`config.mk`:
```
export PLATFORM = sky130hd
export DESIGN_NAME = tff_counter_ctrl
export DESIGN_NICKNAME = d
export VERILOG_FILES = /design/src/rtl/tff_counter_ctrl.sv
export SDC_FILE = /design/constraint.sdc
export NUM_CORES = 1
export LEC_CHECK = 0
export CAP_MARGIN = 10
export CORE_MARGIN = 1.5
export CORE_UTILIZATION = 43
export DETAILED_ROUTE_END_ITERATION = 10
export PLACE_DENSITY = 0.83
export SETUP_SLACK_MARGIN = 0.4
export SLEW_MARGIN = 20
export SYNTH_ARGS = -nofsm -noshare
export SYNTH_HDL_FRONTEND = slang
export SYNTH_SLANG_ARGS = --single-unit
```
`constraint.sdc`:
```
create_clock -name clk -period 1.7 [get_ports clk]
set_input_delay 0.255 -clock clk [delete_from_list [all_inputs] [get_ports clk]]
set_output_delay 0.255 -clock clk [all_outputs]
set_load 0.01 [all_outputs]
```
`src/rtl/tff_counter_ctrl.sv`:
```
// Sequencer for an external bank of WIDTH toggle flip-flops used as a counter.
// Loads a start value through t_out, then counts up or down at a prescaled rate.
module tff_counter_ctrl #(
   parameter int WIDTH      = 8,
   parameter int PRESCALE_W = 4
) (
   input  logic                  clk,
   input  logic                  reset,
   input  logic                  start,
   input  logic                  stop,
   input  logic                  dir,
   input  logic                  reload_en,
   input  logic [WIDTH-1:0]      load_val,
   input  logic [PRESCALE_W-1:0] prescale,
   input  logic [WIDTH-1:0]      q_in,
   output logic [WIDTH-1:0]      t_out,
   output logic                  busy,
   output logic                  tc_pulse,
   output logic                  done
);

   typedef enum logic [1:0] {S_IDLE, S_LOAD, S_RUN, S_DONE} state_t;

   state_t                state_q, state_d;
   logic [PRESCALE_W-1:0] pre_cnt_q, pre_cnt_d;
   logic [PRESCALE_W-1:0] pre_q, pre_d;
   logic [WIDTH-1:0]      ld_q, ld_d;
   logic                  dir_q, dir_d;
   logic                  rel_q, rel_d;
   logic                  busy_q, done_q;
   logic                  tick, term;

   // Ripple-carry/borrow toggle pattern: bit i flips when all lower bits are 1 (up) or 0 (down).
   function automatic logic [WIDTH-1:0] step_vec(input logic [WIDTH-1:0] q, input logic up);
      logic [WIDTH-1:0] v;
      logic             run;
      run = 1'b1;
      for (int i = 0; i < WIDTH; i++) begin
         v[i] = run;
         run  = run & (up ? q[i] : ~q[i]);
      end
      return v;
   endfunction

   always_comb begin
      state_d   = state_q;
      pre_cnt_d = pre_cnt_q;
      pre_d     = pre_q;
      ld_d      = ld_q;
      dir_d     = dir_q;
      rel_d     = rel_q;
      t_out     = '0;
      tc_pulse  = 1'b0;
      tick      = (pre_cnt_q == pre_q);
      term      = dir_q ? (&q_in) : ~(|q_in);

      if (stop) begin
         state_d = S_IDLE;
      end else if (start) begin
         state_d = S_LOAD;
         pre_d   = prescale;
         ld_d    = load_val;
         dir_d   = dir;
         rel_d   = reload_en;
      end else begin
         case (state_q)
            S_LOAD: begin
               t_out     = q_in ^ ld_q;
               pre_cnt_d = '0;
               state_d   = S_RUN;
            end
            S_RUN: begin
               pre_cnt_d = tick ? '0 : pre_cnt_q + 1'b1;
               if (tick) begin
                  if (term) begin
                     tc_pulse = 1'b1;
                     // Reload jumps straight to ld_q instead of wrapping through zero/all-ones.
                     if (rel_q) t_out = q_in ^ ld_q;
                     else       state_d = S_DONE;
                  end else begin
                     t_out = step_vec(q_in, dir_q);
                  end
               end
            end
            default: ;
         endcase
      end
   end

   always_ff @(posedge clk or posedge reset) begin
      if (reset) begin
         state_q   <= S_IDLE;
         pre_cnt_q <= '0;
         pre_q     <= '0;
         ld_q      <= '0;
         dir_q     <= 1'b0;
         rel_q     <= 1'b0;
         busy_q    <= 1'b0;
         done_q    <= 1'b0;
      end else begin
         state_q   <= state_d;
         pre_cnt_q <= pre_cnt_d;
         pre_q     <= pre_d;
         ld_q      <= ld_d;
         dir_q     <= dir_d;
         rel_q     <= rel_d;
         busy_q    <= (state_d == S_LOAD) || (state_d == S_RUN);
         done_q    <= (state_d == S_DONE);
      end
   end

   assign busy = busy_q;
   assign done = done_q;

endmodule

```
==> results.md <==
* Status: finished with violations
* Failing checks: setup timing
* Num CTS Buffers at 3
* Post-layout min period at 2.26 ns
* Syn Std Cell Area at approximately 0.0014 mm²
* Crit-path leading delay family: simple AND/OR/NAND/NOR gates
* CTS tree: built
* Worst Path Buf+Inv at 2
* Area grow syn2layout at 84.0%
* YS warnings at 0
* Syn Nets at 171
* Gpl congestion at 0.871
* Final instance area at around 0.0026 mm²
* Slew @ Worst Pin at ~0.43 ns
* Final clock period utilization by the worst path at 133%
* Iter 0 DRT Violations at around 80
* Endpoints failing hold at 0
* Crit. End Element: output pin
* Fmax at 442 MHz
* Synthesized flop and latch total at 22
* Final Setup Violations at 12
* Initial antenna violation count at 0
* Mux share of post-synthesis cell area at a little under an eighth
* PwrDens at 611 mW/mm²
* Worst min-delay path class: in2async
* # clock sinks at 22
* Largest net degree at the start of global routing at 23
* Unique masters post-synth at 41
* Largest family of logic cells by synthesized area: simple AND/OR/NAND/NOR gates
* Max Slew Vio Count at 0
* Ant. Diodes at 0
* Peak VDD IR at between 0.5 and 0.6 mV
* Critical path peak fanout at 4
* Sequential area share after synthesis at roughly 39%
* EDFF count, synth at 0
* CTS root buf: clkbuf_4
* HPWL after detailed placement at between 3000 and 4000 µm
* Clk_lat worst skew at roughly 0.32 ns
* WHS at between 0.2 and 0.3 ns
* CP dominant cell by count: or2_4
* First-pass DRT Iterations at 4
* Asr flop ratio synth at 100%
* Crit path max-delay cell type: dfrtp_1
* Chip Height at about 60 µm
* Dpl cell area at 0.00217 mm²
* Clock Skew at roughly 0.0015 ns
* RSZ-0062 raised after global routing: yes
* Remaining Overflow, GRT at 0
* Relative slew slack at 71.6%
* Crit-path cells: xnor2_2 -> nand4_1 -> buf_6 -> or2_4 -> or2_4 -> o21ai_2 -> buf_2
* Data required, critical path at around 1.4 ns
* Gate Count Post-Synth at 140
* Critical path class: reg2out
* Die ar. at 0.00360 mm²
* Final wirelength at 5100 µm
* DRC at 0
* Clock Path Buffers at 2
* Vias in the first global route at 1665
* # rows at 20
* Synth Area in XOR/XNOR at 8.78%
* Compound-gate portion of the synthesized area at around 14%
* Global-route wire length before repair at about 7600 µm
* Initial core utilization at between 40% and 50%
* Antenna viol nets, final at 0
* Worst-path clk slew at about 0.12 ns
* Worst Setup Start Kind: register
* Final worst setup slack at -0.563 ns
* Via count at 1554
* Routed len/inst at approximately 18 µm
* Sum of negative setup slack at -5.89 ns
* Final core occ at between 80 and 90%
* Max Cap Viol at 0
* Post-CTS Hold Fix Bufs at 0
* Post-synthesis adder-cell area fraction at 4.48%
* GR Util All Layers at slightly below 30%
* Net count, final at around 270
* Crit-path max cell delay at ~0.45 ns
* Max H-tree Level at 1
* Leak Pwr at approximately 1.2 nW
* Layout cells sized above 1 at 51.1%
* Post-DR vias/cell at 5.53
* Die width at 60.0 µm
* Core Area at roughly 0.0031 mm²
* Critical path arrival at about 2 ns
* IO Port Bufs at 36
* Avg Cell Area, Syn at between 9 and 10 µm²
* Most used flip-flop cell after synthesis: dfrtp_1
* IO Pins at 37
* Simple-gate share of the synthesized area at roughly 20%
-- final cells by class --
class | instances | area (µm²)
clock buffer | 3 | 22.5
clock inverter | 1 | 30.0
fill | 180 | 509
inverter | 4 | 15.0
multi-input combinational | 109 | 1040
sequential | 22 | 551
tap | 44 | 55.1
timing repair buffer | 98 | 851
-- cell families after synthesis --
family | Yosys count
AO/OA/AOI/OAI | 29
multiplexers | 14
adder cells (fa/ha/maj) | 5
flip-flops | 22
buffers and inverters | 9
XOR/XNOR | 14
AND/OR/NAND/NOR | 47
-- cells in the final DEF (no fill, tap or decap), drive strengths merged --
cell type and count:
clkbuf 3, or2 3, dlygate4sd2 9, a21boi 1
and2 1, inv 4, nor3 6, o31ai 2
o211ai 1, nor4b 2, a22o 1, a41oi 2
bufinv 1, xor2 6, nand3 5, mux2 14
dfrtp 22, o21ai 11, o31a 1, nand4 3
buf 71, nor2b 1, xnor2 8, a21o 2
a21oi 5, clkdlybuf4s50 17, a41o 1, a31oi 2
or3 2, dlymetal6s2s 1, nor2 5, nand2 13
nor4 2, ha 5, and3 3, and4 1
-- routing by layer --
layer | vias up | track usage [%] | share of wire [%] | wire length, µm
li1 | 701 | - | - | -
met1 | 772 | 32.1 | 37 | 1870
met2 | 67 | 55.7 | 56 | 2860
met3 | 14 | 3.68 | 5.1 | 260
met4 | 0 | 10.8 | 2.3 | 116
met5 | - | 0 | 0 | 0
-- final timing paths --
kind | start | endpoint | slack [ns] | depth (start not counted)
min | reset | pre_q[3] | 0.25 | 3
max | pre_q[1] | t_out[2] | -0.56 | 7
min in group clk | stop | state_q[1] | 0.31 | 3
min reg2reg | ld_q[4] | ld_q[4] | 0.52 | 1
max in group asynchronous | reset | ld_q[6] | 1.22 | 3
max reg2reg | dir_q | busy | -0.48 | 9
-- worst reg2reg max path, stage by stage (launching register included) --
cell and delay [ns]:
dfrtp_1 0.43, nor4_2 0.14, buf_4 0.16, nor4b_4 0.27, a41oi_4 0.11, buf_6 0.18, buf_6 0.11, nor4b_4 0.28
o31a_1 0.18, ha_1 0.23
-- state kept, by name, summed over array words and instances, names as in the netlist --
register   count
busy           1
dir_q          1
done           1
ld_q           8
pre_cnt_q      4
pre_q          4
rel_q          1
state_q        2
-- stage by stage --
| step | worst slack [ns] | std cells | power, mW |
|---|---|---|---|
| finish | -0.563 | 281 | 1.57 |
| global route | -0.618 | 281 | 1.63 |
| CTS | -0.573 | 277 | 1.52 |
| detailed placement | -0.978 | 256 | 1.05 |
| global placement | -0.940 | 256 | 1.03 |
| floorplan | -0.0673 | 140 | 0.822 |
-- report_power, final --
part,switching (mW),internal (mW)
combinational,0.228,0.295
sequential,0.0572,0.581
clock,0.170,0.239
-- what timing repair did --
| item | 4_1_cts | 5_1_grt |
|---|---|---|
| pin swaps | 25 | 14 |
| endpoints found under the setup margin | 31 | 26 |
| resized for setup | 84 | 22 |
| setup buffers | 16 | 4 |
| gates cloned | 1 | 0 |
-- cells in the mapped netlist (all sizes together), types with 4 or more instances --
master  count  area share, %
nor2        5            1.3
xor2        6            3.8
o21ai      11            4.2
mux2       14             11
nand3       5            1.8
a21oi       5            1.8
nand2      13            3.5
xnor2       8            5.0
inv         4            1.1
nor3        6            2.5
dfrtp      22             39
ha          5            4.5
Note: power is estimated with default switching activity, not from simulation.
